## src/rtl/mem_ctrl.sv

```systemverilog
// Single-port controller that serialises IF fetches and MEM loads/stores onto a byte-wide sync RAM.
// Reads assemble little-endian words; every transaction ends with a one-cycle completion pulse.
module mem_ctrl #(
  parameter int ADDR_W = 32
) (
  input  logic              clk_in,
  input  logic              rst_in,
  input  logic              IF_req_in,
  input  logic [ADDR_W-1:0] IF_addr_in,
  input  logic              IF_flush_in,
  output logic              IF_dataE_out,
  output logic [31:0]       IF_data_out,
  input  logic              MEM_req_in,
  input  logic              MEM_rw_in,
  input  logic [ADDR_W-1:0] MEM_addr_in,
  input  logic [31:0]       MEM_data_in,
  input  logic [2:0]        MEM_len_in,
  output logic              MEM_dataE_out,
  output logic [31:0]       MEM_data_out,
  output logic              busy_out,
  output logic [ADDR_W-1:0] ram_addr_out,
  output logic              ram_wr_out,
  output logic [7:0]        ram_dout_out,
  input  logic [7:0]        ram_din_in
);

  typedef enum logic [1:0] {
    S_IDLE  = 2'd0,
    S_READ  = 2'd1,
    S_WRITE = 2'd2,
    S_DONE  = 2'd3
  } state_t;

  state_t      r_state;
  logic        r_own_mem;
  logic [2:0]  r_len;
  logic [2:0]  r_cnt;
  logic [31:0] r_wdata;
  logic [31:0] r_buf;

  logic [2:0]  w_mem_len;
  logic        w_flush;
  logic        w_rd_last;
  logic        w_wr_last;
  logic [31:0] w_buf_next;

  assign w_mem_len = (MEM_len_in > 3'd4) ? 3'd4 : MEM_len_in;
  assign w_flush   = IF_flush_in & ~r_own_mem;
  assign w_rd_last = (r_cnt == r_len);
  assign w_wr_last = ((r_cnt + 3'd1) == r_len);
  assign busy_out  = (r_state != S_IDLE);

  // Byte returned now belongs to the address presented one cycle earlier (lane r_cnt-1)
  always_comb begin
    w_buf_next = r_buf;
    case (r_cnt)
      3'd1:    w_buf_next[7:0]   = ram_din_in;
      3'd2:    w_buf_next[15:8]  = ram_din_in;
      3'd3:    w_buf_next[23:16] = ram_din_in;
      3'd4:    w_buf_next[31:24] = ram_din_in;
      default: w_buf_next = r_buf;
    endcase
  end

  // Transaction sequencer: arbitration, byte stepping and completion pulses
  always_ff @(posedge clk_in or negedge rst_in) begin
    if (!rst_in) begin
      r_state       <= S_IDLE;
      r_own_mem     <= 1'b0;
      r_len         <= 3'd0;
      r_cnt         <= 3'd0;
      r_wdata       <= 32'd0;
      r_buf         <= 32'd0;
      IF_dataE_out  <= 1'b0;
      IF_data_out   <= 32'd0;
      MEM_dataE_out <= 1'b0;
      MEM_data_out  <= 32'd0;
      ram_addr_out  <= {ADDR_W{1'b0}};
      ram_wr_out    <= 1'b0;
      ram_dout_out  <= 8'd0;
    end else begin
      case (r_state)
        S_IDLE: begin
          IF_dataE_out  <= 1'b0;
          MEM_dataE_out <= 1'b0;
          r_cnt         <= 3'd0;
          r_buf         <= 32'd0;
          if (MEM_req_in) begin
            // a zero-length MEM request is dropped and still blocks IF this cycle
            if (w_mem_len != 3'd0) begin
              r_own_mem    <= 1'b1;
              r_len        <= w_mem_len;
              ram_addr_out <= MEM_addr_in;
              if (MEM_rw_in) begin
                r_state      <= S_WRITE;
                ram_wr_out   <= 1'b1;
                ram_dout_out <= MEM_data_in[7:0];
                r_wdata      <= {8'd0, MEM_data_in[31:8]};
              end else begin
                r_state <= S_READ;
              end
            end else begin
              r_state <= S_IDLE;
            end
          end else if (IF_req_in) begin
            r_own_mem    <= 1'b0;
            r_len        <= 3'd4;
            ram_addr_out <= IF_addr_in;
            r_state      <= S_READ;
          end else begin
            r_state <= S_IDLE;
          end
        end
        S_READ: begin
          if (w_flush) begin
            r_state <= S_IDLE;
            r_buf   <= 32'd0;
            r_cnt   <= 3'd0;
          end else if (w_rd_last) begin
            r_state <= S_DONE;
            if (r_own_mem) begin
              MEM_data_out  <= w_buf_next;
              MEM_dataE_out <= 1'b1;
            end else begin
              IF_data_out  <= w_buf_next;
              IF_dataE_out <= 1'b1;
            end
          end else begin
            r_buf <= w_buf_next;
            r_cnt <= r_cnt + 3'd1;
            if ((r_cnt + 3'd1) < r_len) begin
              ram_addr_out <= ram_addr_out + ADDR_W'(1);
            end else begin
              ram_addr_out <= ram_addr_out;
            end
          end
        end
        S_WRITE: begin
          if (w_wr_last) begin
            r_state       <= S_DONE;
            ram_wr_out    <= 1'b0;
            MEM_dataE_out <= 1'b1;
          end else begin
            r_cnt        <= r_cnt + 3'd1;
            ram_addr_out <= ram_addr_out + ADDR_W'(1);
            ram_dout_out <= r_wdata[7:0];
            r_wdata      <= {8'd0, r_wdata[31:8]};
          end
        end
        S_DONE: begin
          r_state       <= S_IDLE;
          IF_dataE_out  <= 1'b0;
          MEM_dataE_out <= 1'b0;
        end
        default: begin
          r_state    <= S_IDLE;
          ram_wr_out <= 1'b0;
        end
      endcase
    end
  end

endmodule

```

## config.mk

```make
export PLATFORM = sky130hd
export DESIGN_NAME = mem_ctrl
export DESIGN_NICKNAME = d
export VERILOG_FILES = /design/src/rtl/mem_ctrl.sv
export SDC_FILE = /design/constraint.sdc
export NUM_CORES = 1
export LEC_CHECK = 0
export BUFFER_PORTS_ARGS = -buffer_cell sky130_fd_sc_hd__buf_2
export CORE_MARGIN = 2
export CORE_UTILIZATION = 30
export CTS_BUF_LIST = sky130_fd_sc_hd__clkbuf_4 sky130_fd_sc_hd__clkbuf_8 sky130_fd_sc_hd__clkbuf_16
export CTS_CLUSTER_SIZE = 25
export DETAILED_ROUTE_END_ITERATION = 8
export MAX_ROUTING_LAYER = met4
export PLACE_DENSITY_LB_ADDON = 0.1
export REMOVE_ABC_BUFFERS = 1
export SLEW_MARGIN = 25
export SYNTH_ARGS = -nofsm -noshare
export SYNTH_HDL_FRONTEND = slang
export SYNTH_SLANG_ARGS = --single-unit
```

## constraint.sdc

```tcl
create_clock -name clk_in -period 6.19 [get_ports clk_in]
set_input_delay 0.9285 -clock clk_in [delete_from_list [all_inputs] [get_ports clk_in]]
set_output_delay 0.9285 -clock clk_in [all_outputs]
set_load 0.005 [all_outputs]
```

==> results of run 1 <==
cell usage after synthesis (14+ instances only):
library cell,number
a21oi_1,49
a22o_1,16
a32o_1,26
buf_1,14
clkbuf_1,51
dfrtp_1,172
inv_1,15
mux2_2,25
mux2i_1,59
nand2_1,133
nand3_1,18
nand4_1,16
nor2_1,14
o21ai_0,107
o22ai_1,18
flip-flops by register name (all words and copies together), names as in the netlist, 2 cells and up:
name / flops
r_len: 3
MEM_data_out: 32
r_state: 2
IF_data_out: 32
ram_addr_out: 32
r_cnt: 3
r_wdata: 24
ram_dout_out: 8
r_buf: 32
placed cells by master, fill, tap and decap left out, types with 3 or more instances in the layout:
cell,n
nor2_1,14
diode_2,3
and3_1,6
mux2i_1,59
nand4_1,16
nand2b_1,3
nand2_1,133
nand3_1,17
a32o_1,26
mux2_2,25
o22a_1,5
dfrtp_1,172
buf_2,219
o21ai_0,106
a21oi_1,49
ha_1,11
o22ai_1,18
o31ai_1,3
inv_1,15
inv_8,5
nor3_1,3
buf_4,9
clkbuf_16,17
a211oi_1,5
and4_1,8
nor2b_1,7
a22o_1,16
a2bb2oi_1,13
a21o_1,3
a31oi_1,5
and2_1,3
stage by stage:
stage	area [µm²]	std cells	worst slack (ns)
floorplan	8130	771	1.61
global placement	9810	1378	2.82
detailed placement	9810	1378	2.79
CTS	10400	1410	2.86
global route	10500	1414	2.93
finish	10500	1414	3.09
critical path, cell delays in order (launching register included):
cell and delay (ns):
dfrtp_1 0.44, ha_1 0.22, ha_1 0.29, inv_1 0.05, ha_1 0.30, nand4_1 0.17, nand2b_1 0.15, a2111o_2 0.74
or4b_1 0.57, nand4_1 0.09
logic make-up after synthesis:
family,share of synthesized area [%]
adder cells (fa/ha/maj),1.94
XOR/XNOR,0.209
multiplexers,10.4
flip-flops,51.4
AO/OA/AOI/OAI,20.2
AND/OR/NAND/NOR,12.2
buffers and inverters,3.70
worst min-delay path by stage:
stage,startpoint,endpoint,cells after the start
3_3_place_gp,IF_data_out[0],IF_data_out[0],2
6_report,rst_in,IF_data_out[2],1
4_1_cts,rst_in,IF_data_out[19],1
5_1_grt,rst_in,IF_data_out[19],1
2_1_floorplan,r_wdata[0],r_wdata[0],2
3_5_place_dp,MEM_data_out[15],MEM_data_out[15],2
cell type report:
type	count	area (µm²)	share of cell area, %
Antenna cell	3	7.51	0.0718
Clock buffer	17	425	4.07
Clock inverter	15	199	1.90
Inverter	15	56.3	0.538
Multi-Input combinational cell	584	3800	36.4
Sequential cell	172	4300	41.2
Tap cell	378	473	4.52
Timing Repair Buffer	230	1190	11.4
metal layers:
metal	vias up	part of all wire [%]	global-route usage, %
li1	3427	-	-
met1	3255	48	22.6
met2	163	46	26.0
met3	17	5.0	3.72
met4	0	1.1	3.72
met5	-	0	-
power by group through the flow:
stage          logic, µW  clock network (µW)  registers, µW
2_1_floorplan       1390                   0           1810
3_3_place_gp        2200                   0           1850
3_5_place_dp        2230                   0           1850
4_1_cts             2230                1190           1830
5_1_grt             2510                1230           1890
6_report            2190                1150           1830
==> out/results.ini, run 1 <==
[clock_tree]
h-tree-depth=4
clock_path_buffers=2
holdBufCountCts=0
clkTransAtPathRegs_ns=0.08
cts_resized=0
post_cts_buffers=0
numCtsBuffers=17
cts_tree=yes
cts_sinks=172
clk-insertion-delay-late_ns=0.44
root_buffer=clkbuf_16

[global_route]
grt_pass1_vias=6730
grt_max_degree=65
antenna_found_initial=3
grt_use_total_pct=16.8
overflow=0
grt_pass1_wl_um=37600

[critical_path]
crit_arrival_ns=3.46
cp-startpoint=r_cnt[0]
r2r-start=r_cnt[0]
crit_fanout=32
reg2reg_to=ram_addr_out[31]
critPathLaunchType=flip-flop
r2r_cells=9
required_ns=6.55
crit_type=reg -> reg
cp-end-kind=flip-flop
crit_path_end=ram_addr_out[31]
r2r_setup_slack_ns=3.09

[layout]
n_fill_cell=2899
areaGrowthSynthToFinish_pct=24.8
finish.utilization_pct=37.9
layout-drive-gt1-share_pct=28.7
fin_nets=1146

[sta]
hold_ws_ns=0.453
slew_violations=0
min_period_ns=3.10
fin_setup_tns_ns=0
max_freq_ghz=0.323
relSlewSlack_pct=40.2
post-route-period-util_pct=50.1
finalHoldViolCount=0
tightestPinTransition_ns=0.897
grt_setup_unrepaired=false
setup_viol_count_final=0
skew_ns=0.0246

[floorplan]
core-area_mm2=0.0276
start_util_pct=30.3
dieArea_mm2=0.0293
ios=221
die_w_um=171
die_y_um=171
rows=61

[route]
drt_iter0_markers=437
routed_wirelength_um=23300
vias=6862
wl_per_cell_um=16.5
ant_nets=0
viasPerCell=4.85
dr.pass1.iters=4
drt_drc_violations_left=0

[power]
pwr-share-clk_pct=22.2
leakage_uw=0.00492
switching_share_pct=41.4
power_uw=5160
pwr-share-comb_pct=42.4
power_frac_seq_pct=35.4
ir_worst_vdd_mv=0.260
p_int_uw=3030
powerDensity_mw_per_mm2=493
p_sw_uw=2140

[placed_design]
gp_congestion=0.772
port_buffers=220
dp_hpwl_um=16000

[run]
drv_cap=0

[yosys]
ys_seq_elements=172
synth_top_cell_area_share_pct=51.4
syn_inst=838
synth-warning-count=0
synth-edff-count=0
synth_ff_type=dfrtp_1
synth_top_cell_by_area=dfrtp_1
syn_area_mm2=0.00838
synthDistinctLibCells=49
syn_avg_cell_area_um2=10.0
synth-async-reset-ratio_pct=100
ys_seq_area_share_pct=51.4
synth.top_cells.by_area=dfrtp_1 51%, mux2i_1 7.0%, o21ai_0 6.4%

[run_status]
status=completed

[min_path]
hp-class=in -> async

Note: power is estimated with default switching activity, not from simulation.
==> run 2, diff against run 1 <==
Clock period 6.19 ns to 3 ns, I/O delays scaled along.
==> run 2 against run 1 <==
- combinational power rose by 120%
- clock skew fell by 0.0046 ns
- sequential share of layout area fell by 0.52 points
- routed wire length is 1.8% higher
- critical endpoint unchanged
- highest routed layer unchanged
- via count grew 2.3%
- final cell count is 0.99% higher
- count of clock-buffer cells in the layout stayed put
==> out/results.ini, run 2 (synthesis gave the netlist of run 1 again) <==
[run_status]
status=completed

[power]
ir_worst_vdd_mv=0.460
p_sw_uw=4450
pwr-share-clk_pct=21.0
pwr-share-comb_pct=44.1
powerDensity_mw_per_mm2=1020
switching_share_pct=41.2
p_int_uw=6350
power_frac_seq_pct=34.9
leakage_uw=0.00499

[placed_design]
dp_hpwl_um=16600
gp_congestion=0.791
port_buffers=220

[sta]
relSlewSlack_pct=56.2
finalHoldViolCount=0
tightestPinTransition_ns=0.652
min_period_ns=2.75
slew_violations=0
post-route-period-util_pct=91.5
fin_setup_tns_ns=0
setup_viol_count_final=0
skew_ns=0.0200
max_freq_ghz=0.364
grt_setup_unrepaired=false
hold_ws_ns=0.237

[floorplan]
dieArea_mm2=0.0293
ios=221
die_y_um=171
die_w_um=171
rows=61
core-area_mm2=0.0276
start_util_pct=30.3

[route]
viasPerCell=4.92
dr.pass1.iters=4
drt_iter0_markers=312
drt_drc_violations_left=0
ant_nets=0
routed_wirelength_um=23700
wl_per_cell_um=16.6
vias=7019

[global_route]
grt_pass1_wl_um=38100
antenna_found_initial=3
grt_pass1_vias=6947
overflow=0
grt_use_total_pct=17.1
grt_max_degree=65

[clock_tree]
h-tree-depth=4
numCtsBuffers=17
clk-insertion-delay-late_ns=0.44
cts_sinks=172
cts_tree=yes
clkTransAtPathRegs_ns=0.07
root_buffer=clkbuf_16
clock_path_buffers=2

[critical_path]
crit_fanout=6
cpPeakStageDelay_ns=0.52
path_common_cell=ha_1
crit_arrival_ns=3.11
slowest_stage=or4b_1
critPathLaunchType=flip-flop
worst-path-buf-inv=1
required_ns=3.37
cp_top_family=simple AND/OR/NAND/NOR gates
crit_type=reg -> reg
cp-end-kind=flip-flop
crit_chain=ha_1, ha_1, inv_1, ha_1, nand4_1, nand2b_1, a2111o_1, or4b_1, nand4_1

[layout]
layout_commonest_cell=buf_2
n_fill_cell=2870
fin_nets=1159
areaGrowthSynthToFinish_pct=26.4
final_cell_mix=219 x buf_2, 172 x dfrtp_1, 133 x nand2_1
layout-drive-gt1-share_pct=29.3

[min_path]
hp-class=in -> reg

[run]
drv_cap=0

[run 2: per-layer routing]
metal | wire, µm | up-vias | track usage, % | part of all wire [%]
met5 | 0 | - | - | 0
met1 | 11200 | 3392 | 22.4 | 47
met2 | 11300 | 169 | 27.4 | 47
met3 | 1170 | 10 | 3.75 | 4.9
met4 | 131 | 0 | 3.28 | 0.55
li1 | - | 3448 | - | -
[run 2: area by class of cell]
| cell class | instances | area, µm² | share of cell area [%] |
|---|---|---|---|
| Multi-Input combinational cell | 584 | 3800 | 35.9 |
| Tap cell | 378 | 473 | 4.47 |
| Inverter | 15 | 56.3 | 0.532 |
| Antenna cell | 4 | 10.0 | 0.0945 |
| Clock buffer | 17 | 425 | 4.02 |
| Sequential cell | 172 | 4300 | 40.6 |
| Clock inverter | 15 | 178 | 1.68 |
| Timing Repair Buffer | 243 | 1350 | 12.7 |
[run 2: what timing repair did]
| action | CTS | global route |
|---|---|---|
| endpoints found under the setup margin | 0 | 10 |
| endpoints found under the hold margin | 3 | 0 |
| hold buffers | 1 | 0 |
| buffers inserted | 0 | 1 |
| resized for setup | 0 | 0 |
[run 2: path summary, 6_finish.rpt]
kind | startpoint | to | slack, ns | depth (start not counted)
worst min register to register | MEM_data_out[9] | MEM_data_out[9] | 0.48 | 2
min in group asynchronous | rst_in | MEM_data_out[23] | 0.55 | 2
max in group asynchronous | rst_in | ram_addr_out[11] | 1.69 | 3
worst max-delay path | r_cnt[0] | ram_addr_out[31] | 0.25 | 9
worst max register to register | r_cnt[0] | ram_addr_out[31] | 0.25 | 9
worst min-delay path | MEM_data_in[30] | r_wdata[22] | 0.24 | 2
[run 2: per-stage QoR]
step | cell area (µm²) | total power (µW) | std cells | utilization, % | setup slack [ns]
2_1_floorplan | 8130 | 6600 | 771 | - | -1.44
3_3_place_gp | 9960 | 8590 | 1390 | 36.1 | 0.180
3_5_place_dp | 9960 | 8640 | 1390 | 36.1 | 0.117
4_1_cts | 10600 | 11000 | 1423 | 38.3 | 0.118
5_1_grt | 10600 | 11700 | 1427 | 38.3 | 0.0157
6_report | 10600 | 10800 | 1428 | 38.3 | 0.254
[run 2: power by group through the flow]
stage	clock network (µW)	logic [µW]	registers, µW
floorplan	0	2870	3730
global placement	0	4770	3820
detailed placement	0	4820	3820
CTS	2360	4830	3780
global route	2450	5400	3900
finish	2270	4760	3770
==> run 3, diff against run 2 <==
Settings changed: BUFFER_PORTS_ARGS -buffer_cell sky130_fd_sc_hd__buf_2 to not set, DONT_BUFFER_PORTS set to 1.
==> run 3 against run 2 <==
- the run now ends with negative hold slack left
- register-to-register slack got worse by 0.07 ns
- sequential cell count did not move
- global-route usage fell by 1.0 points
- critical path depth did not move
- routed wire length fell by 4.8%
- worst setup slack got worse by 0.075 ns
- critical endpoint unchanged
- largest cell class unchanged
- largest power group is now sequential cells
- highest routed layer unchanged
==> out/results.ini, run 3 (synthesis gave the netlist of run 1 again) <==
[placed_design]
dp_hpwl_um=15400
gp_congestion=0.861
port_buffers=0

[power]
leakage_uw=0.00400
powerDensity_mw_per_mm2=1080
power_uw=10100
ir_worst_vdd_mv=0.384

[floorplan]
dieArea_mm2=0.0293
die_w_um=171
ios=221
start_util_pct=30.3
die_y_um=171
rows=61
core-area_mm2=0.0276

[clock_tree]
clkTransAtPathRegs_ns=0.07
post_cts_buffers=0
cts_sinks=172
h-tree-depth=4
numCtsBuffers=17
root_buffer=clkbuf_16
clk-insertion-delay-late_ns=0.44
clock_path_buffers=2
cts_tree=yes

[sta]
finalHoldViolCount=172
slew_violations=0
setup_viol_count_final=0
relSlewSlack_pct=44.2
min_period_ns=2.82
hold_ws_ns=-0.279
skew_ns=0.0197
post-route-period-util_pct=94.0
grt_setup_unrepaired=false
tightestPinTransition_ns=0.834
max_freq_ghz=0.354

[critical_path]
cp-startpoint=r_cnt[0]
r2r_cells=9
crit_arrival_ns=3.18
crit_fanout=6
reg2reg_to=ram_addr_out[31]
slowest_stage=or4b_1
cp.depth=9
r2r-start=r_cnt[0]
path_common_cell=ha_1
r2r_setup_slack_ns=0.18
critPathLaunchType=flip-flop
cp_top_family=simple AND/OR/NAND/NOR gates
cpPeakStageDelay_ns=0.52
worst-path-buf-inv=1
required_ns=3.36
crit_type=reg -> reg
crit_chain=ha_1, ha_1, inv_1, ha_1, nand4_1, nand2b_1, a2111o_1, or4b_1, nand4_1
cp-end-kind=flip-flop
crit_path_end=ram_addr_out[31]

[route]
ant_nets=0
wl_per_cell_um=18.9
viasPerCell=5.22
vias=6237
dr.pass1.iters=5
drt_iter0_markers=237
drt_drc_violations_left=0
routed_wirelength_um=22600

[layout]
fin_nets=928
areaGrowthSynthToFinish_pct=11.5
n_fill_cell=2864
layout-drive-gt1-share_pct=9.33
layout_commonest_cell=dfrtp_1
finish.utilization_pct=33.8
final_cell_mix=172 x dfrtp_1, 133 x nand2_1, 106 x o21ai_0

[run_status]
violations=negative hold slack
status=finished with violations

[min_path]
hp-class=in -> async

[global_route]
antenna_found_initial=1
grt_pass1_vias=6262
overflow=0
grt_max_degree=173
grt_pass1_wl_um=35300
grt_use_total_pct=16.1

[run]
drv_cap=0

-- run 3: power by group --
| part | internal, µW | leakage (µW) | total [µW] | switching, µW |
|---|---|---|---|---|
| Clock | 1120 | 0.000287 | 2220 | 1100 |
| Combinational | 1540 | 0.00151 | 3850 | 2310 |
| Sequential | 3120 | 0.00220 | 3980 | 857 |
-- run 3: layout make-up --
| cell class | count | area [µm²] | area share [%] |
|---|---|---|---|
| Antenna cell | 1 | 2.50 | 0.0268 |
| Multi-Input combinational cell | 584 | 3800 | 40.7 |
| Clock inverter | 15 | 165 | 1.77 |
| Timing Repair Buffer | 12 | 119 | 1.27 |
| Sequential cell | 172 | 4300 | 46.1 |
| Clock buffer | 17 | 425 | 4.55 |
| Tap cell | 378 | 473 | 5.06 |
| Inverter | 15 | 56.3 | 0.602 |
-- run 3: what timing repair did --
item | in CTS | in global routing
endpoints found under the hold margin | 172 | 172
endpoints found under the setup margin | 0 | 4
resized for setup | 0 | 1
-- run 3: worst min-delay path by stage --
stage / end / startpoint
5_1_grt: IF_data_out[1] / rst_in
2_1_floorplan: IF_dataE_out / rst_in
4_1_cts: ram_addr_out[24] / rst_in
3_3_place_gp: MEM_data_out[19] / rst_in
3_5_place_dp: MEM_data_out[7] / rst_in
6_report: MEM_data_out[7] / rst_in
-- run 3: layer usage --
layer / vias up / GRT usage [%] / wire length, µm
met5: - / - / 0
met4: 0 / 4.86 / 242
met3: 17 / 4.77 / 1740
met2: 190 / 26.3 / 11000
met1: 3040 / 19.2 / 9630
li1: 2990 / - / -
-- run 3: per-stage QoR --
stage	setup TNS, ns	setup slack [ns]	area (µm²)	cells
5_1_grt	0	0.00167	9350	1194
2_1_floorplan	-70.49	-1.44	8130	771
3_3_place_gp	0	0.305	8750	1161
4_1_cts	0	0.166	9340	1193
3_5_place_dp	0	0.182	8750	1161
6_report	0	0.179	9350	1194
-- run 3: worst register-to-register path, cell delays in order (launching register included) --
cell and delay, ns:
dfrtp_1 0.45, ha_1 0.24, ha_1 0.30, inv_1 0.05, ha_1 0.31, nand4_1 0.17
nand2b_1 0.15, a2111o_1 0.49, or4b_1 0.52, nand4_1 0.09
